<file path="src/rtl/control_unit.sv">
// control_unit: sequencing FSM for a multiply-accumulate loop datapath.
// Outputs are a pure function of the state. They are registered from the
// next-state decode, so they change together with the state register and
// have no path from any input.
module control_unit #(
   parameter int unsigned WDOG_MAX = 32,
   parameter int unsigned ITER_MAX = 255
) (
   input  logic       clk,
   input  logic       reset,
   input  logic       start,
   input  logic       abort,
   input  logic       flag,
   input  logic       ready,
   output logic [7:0] sel,
   output logic [3:0] mux,
   output logic [6:0] load,
   output logic       enable,
   output logic       valid,
   output logic       busy,
   output logic       done,
   output logic       err,
   output logic [7:0] iters,
   output logic [2:0] state
);

   localparam logic [2:0] S_IDLE   = 3'd0;
   localparam logic [2:0] S_FETCH  = 3'd1;
   localparam logic [2:0] S_MSTART = 3'd2;
   localparam logic [2:0] S_MWAIT  = 3'd3;
   localparam logic [2:0] S_ACC    = 3'd4;
   localparam logic [2:0] S_STEP   = 3'd5;
   localparam logic [2:0] S_CHECK  = 3'd6;
   localparam logic [2:0] S_FINISH = 3'd7;

   // Watchdog counts 0..WDOG_MAX-1; the last value marks the final allowed MWAIT cycle.
   localparam int unsigned     WDW       = (WDOG_MAX > 1) ? $clog2(WDOG_MAX) : 1;
   localparam logic [WDW-1:0]  WDOG_LAST = WDW'(WDOG_MAX - 1);
   localparam logic [7:0]      ITER_LIM  = 8'(ITER_MAX);

   logic [2:0]     state_nxt;
   logic           err_nxt;
   logic [7:0]     iters_nxt;
   logic [WDW-1:0] wdog, wdog_nxt;
   logic [7:0]     sel_nxt;
   logic [3:0]     mux_nxt;
   logic [6:0]     load_nxt;
   logic           enable_nxt;
   logic           valid_nxt;
   logic           busy_nxt;
   logic           done_nxt;

   // Next state, sticky error, iteration count, watchdog and output decode.
   always_comb begin
      state_nxt = state;
      err_nxt   = err;
      iters_nxt = iters;
      wdog_nxt  = wdog;

      case (state)
         S_IDLE: begin
            if (start) begin
               state_nxt = S_FETCH;
               err_nxt   = 1'b0;
               iters_nxt = 8'd0;
            end
         end
         S_FETCH:  state_nxt = S_MSTART;
         S_MSTART: begin
            state_nxt = S_MWAIT;
            wdog_nxt  = '0;
         end
         S_MWAIT: begin
            if (ready) begin
               state_nxt = S_ACC;
            end else if (wdog == WDOG_LAST) begin
               state_nxt = S_IDLE;
               err_nxt   = 1'b1;
            end else begin
               wdog_nxt = wdog + WDW'(1);
            end
         end
         S_ACC:  state_nxt = S_STEP;
         S_STEP: begin
            state_nxt = S_CHECK;
            if (iters != 8'hFF) begin
               iters_nxt = iters + 8'd1;
            end
         end
         S_CHECK: begin
            if (flag) begin
               state_nxt = S_FINISH;
            end else if (iters < ITER_LIM) begin
               state_nxt = S_MSTART;
            end else begin
               state_nxt = S_IDLE;
               err_nxt   = 1'b1;
            end
         end
         S_FINISH: state_nxt = S_IDLE;
         default:  state_nxt = S_IDLE;
      endcase

      // Abort wins over everything and freezes the status registers.
      if (abort) begin
         state_nxt = S_IDLE;
         err_nxt   = err;
         iters_nxt = iters;
         wdog_nxt  = wdog;
      end

      sel_nxt    = 8'h00;
      mux_nxt    = 4'h0;
      load_nxt   = 7'h00;
      enable_nxt = 1'b0;
      valid_nxt  = 1'b0;
      case (state_nxt)
         S_FETCH: begin
            mux_nxt  = 4'h4;
            load_nxt = 7'h01;
         end
         S_MSTART: begin
            sel_nxt  = 8'h12;
            load_nxt = 7'h40;
         end
         S_MWAIT:  sel_nxt = 8'h12;
         S_ACC: begin
            sel_nxt  = 8'h24;
            mux_nxt  = 4'h8;
            load_nxt = 7'h20;
         end
         S_STEP: begin
            load_nxt   = 7'h02;
            enable_nxt = 1'b1;
         end
         S_CHECK:  sel_nxt   = 8'h80;
         S_FINISH: valid_nxt = 1'b1;
         default: begin
            sel_nxt = 8'h00;
         end
      endcase
      busy_nxt = (state_nxt != S_IDLE);
      done_nxt = (state_nxt == S_FINISH);
   end

   // State register and its registered output decode.
   always_ff @(posedge clk or negedge reset) begin
      if (!reset) begin
         state  <= S_IDLE;
         sel    <= 8'h00;
         mux    <= 4'h0;
         load   <= 7'h00;
         enable <= 1'b0;
         valid  <= 1'b0;
         busy   <= 1'b0;
         done   <= 1'b0;
      end else begin
         state  <= state_nxt;
         sel    <= sel_nxt;
         mux    <= mux_nxt;
         load   <= load_nxt;
         enable <= enable_nxt;
         valid  <= valid_nxt;
         busy   <= busy_nxt;
         done   <= done_nxt;
      end
   end

   // Status registers: sticky error, iteration count, MWAIT watchdog.
   always_ff @(posedge clk or negedge reset) begin
      if (!reset) begin
         err   <= 1'b0;
         iters <= 8'd0;
         wdog  <= '0;
      end else begin
         err   <= err_nxt;
         iters <= iters_nxt;
         wdog  <= wdog_nxt;
      end
   end

endmodule
</file>
<file path="config.mk">
export PLATFORM = sky130hd
export DESIGN_NAME = control_unit
export DESIGN_NICKNAME = d
export VERILOG_FILES = /design/src/rtl/control_unit.sv
export SDC_FILE = /design/constraint.sdc
export NUM_CORES = 1
export LEC_CHECK = 0
export CAP_MARGIN = 25
export CELL_PAD_IN_SITES_DETAIL_PLACEMENT = 0
export CELL_PAD_IN_SITES_GLOBAL_PLACEMENT = 2
export CORE_ASPECT_RATIO = 1.1
export CORE_UTILIZATION = 28
export CTS_CLUSTER_SIZE = 12
export DETAILED_ROUTE_END_ITERATION = 7
export GPL_TIMING_DRIVEN = 1
export HOLD_SLACK_MARGIN = 0.12
export PLACE_DENSITY_LB_ADDON = 0.3
export SETUP_SLACK_MARGIN = 0.15
export SYNTH_ARGS = -nofsm -noshare
export SYNTH_HDL_FRONTEND = slang
export SYNTH_SLANG_ARGS = --single-unit
</file>
<file path="constraint.sdc">
create_clock -name clk -period 3.3 [get_ports clk]
set_clock_uncertainty 0.1 [all_clocks]
set_input_delay 0.495 -clock clk [delete_from_list [all_inputs] [get_ports clk]]
set_output_delay 0.495 -clock clk [all_outputs]
set_load 0.02 [all_outputs]
</file>
==> summary.txt <==
Final #Nets: 185
IO buf count: 32
failing checks: design-rule violations
vias in the first global route: 1061
Reg clk slew, reported paths: 0.10 ns
Syn Inst Count: 148
pwr dens: 381.5 nW/µm²
Antenna Cells: 0
Critical Path Start Type: flip-flop
register area share after synthesis: 46.11%
Max IR drop VDD: 169.2 µV
Detailed Routing Iterations Pass 1: 8
CP endpoint kind: flip-flop
Slowest-stage cell, CP: a311o_1
post-synthesis register bit count: 27
insertion delay to the later sink of the worst-skew pair: 0.27 ns
commonest non-fill, non-tap cells in the layout: clkdlybuf4s50_1, dfrtp_1, nor2_1
commonest non-fill, non-tap cell in the layout: clkdlybuf4s50_1
Core Footprint: 5034 µm²
HPWL after DPL: 2471 µm
clock share of power: 27.9%
min Tclk post-route: 2.689 ns
met2 Use GR: 21.92%
Max Slew Vio Count: 0
sequential fraction of design power: 54.9%
maxcap violations: 0
# H-tree levels: 1
global-route wire length before repair: 5181 µm
Hold WC Path Type: reg -> reg
Synth Cell Area: 1465 µm²
CTS Hold Buffers Added: 0
most utilized layer in the global route result: met2
footprint of the multi-input gates: 645.6 µm²
initial antenna violation count: 0
critical path arrival: 2.75 ns
Worst slew margin: 62.80%
vias post-DR: 1098
CTS Buf Count: 3
slew at the pin with the worst max-slew slack: 0.5550 ns
chip height: 77.87 µm
Final Wtd Congestion: 0.8028
Die X: 70.97 µm
clock sink total: 27
CTS tree: yes
Synth Flop Type: dfrtp_1
final count of hold timing violations: 0
post-CTS sizing: 0
vias per cell: 4.712
RSZ-0062 raised after global routing: no
CTS Buffer Depth: 2
overflow left after global routing: 0
LEAKAGE: 0.7938 nW
die area: 5526 µm²
Synthesis Warnings: 0
Worst EP required: 3.36 ns
post-synthesis async set-or-reset flop share: 100.0%
R2R Setup Slk: 0.61 ns
internal power: 0.4897 mW
Initial Utilization: 29.11%
met3 Usage GRT: 2.208%
critical setup path kind: reg -> reg
First DRT Iteration DRCs: 54
Slowest Stage Delay on Critical Path: 0.47 ns
Ports: 41
highest clock rate: 371.9 MHz
Setup violations, final: 0
synthesis-to-finish area growth: 23.66%
Routed Antenna Nets: 0
Combinational Power Share: 17.3%
crit path max fanout: 9
share of post-route cells with drive strength above 1: 7.429%
GRT Total Usage: 12.00%
met1 Use GR: 14.36%
NetSw: 0.2016 mW
Sw Share: 29.16%
fin crit share: 81.48%
FF/Latch Area: 675.6 µm²
CP cell instances: ha_1 -> and3_1 -> ha_1 -> nor3_2 -> o21ai_1 -> a311o_1 -> nor3_2 -> mux2_1
synth unique cells: 40
Routed WL: 3214 µm
DRC Markers: 6
status: complete, but fails checks
Root Buffer: clkbuf_8
setup_tns: 0 ns
Placed Instances: 229
largest net degree at the start of global routing: 28
final non-filler cell total: 233
syn avg cell area: 9.900 µm²
DR WL/cell: 13.79 µm
fill count: 518
Row Count: 27
setup repair bufs after CTS: 0
Post-synth EDFFs: 0
==> registers in the layout, summed over array words and instances (netlist names) <==
name    count
sel         2
enable      1
mux         1
done        1
busy        1
err         1
load        4
wdog        5
iters       8
state       3
==> synth_stat cells (all sizes together) (2+ instances only) <==
cell type,count,share of area [%]
a21oi,3,1.0
and3,5,2.1
buf,16,8.5
dfrtp,27,46
ha,3,2.6
inv,11,2.8
mux2i,2,1.4
nand2,7,1.8
nand2b,3,1.3
nand3,7,2.7
nand3b,2,1.0
nand4,2,0.85
nor2,12,3.1
nor2b,4,1.7
nor3,7,3.4
nor3b,4,2.4
nor4,3,1.3
o21ai,6,2.0
o31ai,3,1.5
xnor2,6,3.6
==> cell type report <==
type	instances	area share (%)
Sequential cell	27	37.29
Tap cell	58	4.006
Multi-Input combinational cell	100	35.64
Clock inverter	1	0.4144
Timing Repair Buffer	33	18.09
Inverter	11	2.279
Clock buffer	3	2.279
==> worst max-delay path: cells and delay by family (launching register included) <==
kind	cells	cell delay [ns]
AND/OR/NAND/NOR	3	0.71
AO/OA/AOI/OAI	2	0.56
flip-flops	1	0.42
multiplexers	1	0.36
adder cells (fa/ha/maj)	2	0.45
==> kinds of logic after synthesis <==
kind of cell / after synthesis / share of synthesized area (%)
adder cells (fa/ha/maj): 3 / 2.562
buffers and inverters: 28 / 11.61
other: 1 / 0.2559
XOR/XNOR: 6 / 3.587
multiplexers: 3 / 2.135
flip-flops: 27 / 46.11
AO/OA/AOI/OAI: 20 / 9.821
AND/OR/NAND/NOR: 60 / 23.91
==> through the flow <==
step	util (%)	power, mW	worst slack (ns)	area, µm²	hold slack, ns
after floorplan	-	0.4605	0.8464	1491	0.09941
after global placement	35.02	0.5050	0.6621	1763	0.4052
after detailed placement	35.02	0.5077	0.6049	1763	0.4005
after CTS	35.99	0.7012	0.5846	1812	0.4232
after global routing	35.99	0.7341	0.4156	1812	0.4649
final	35.99	0.6912	0.6111	1812	0.4166
==> worst paths after layout <==
| path | from | endpoint | depth (start not counted) |
|---|---|---|---|
| worst max-delay path | wdog[0]$_DFFE_PN0P_ | wdog[0]$_DFFE_PN0P_ | 8 |
| worst min-delay path | err$_DFFE_PN0P_ | err$_DFFE_PN0P_ | 2 |
| worst max register to register | wdog[0]$_DFFE_PN0P_ | wdog[0]$_DFFE_PN0P_ | 8 |
| worst min register to register | err$_DFFE_PN0P_ | err$_DFFE_PN0P_ | 2 |
| max in group asynchronous | reset | wdog[4]$_DFFE_PN0P_ | 2 |
| min in group asynchronous | reset | iters[0]$_DFFE_PN0P_ | 2 |
==> power groups by stage <==
| stage | Sequential [mW] | Clock, mW | Combinational, mW |
|---|---|---|---|
| 2_1_floorplan | 0.390 | 0 | 0.0710 |
| 3_3_place_gp | 0.385 | 0 | 0.120 |
| 3_5_place_dp | 0.386 | 0 | 0.122 |
| 4_1_cts | 0.379 | 0.200 | 0.122 |
| 5_1_grt | 0.384 | 0.216 | 0.134 |
| 6_report | 0.379 | 0.193 | 0.120 |
==> routing by layer <==
layer | vias up | routed length (µm)
met4 | 0 | 15
li1 | 546 | -
met5 | - | 0
met2 | 16 | 1698
met3 | 2 | 97
met1 | 534 | 1402
(Power assumes the default switching activity.)
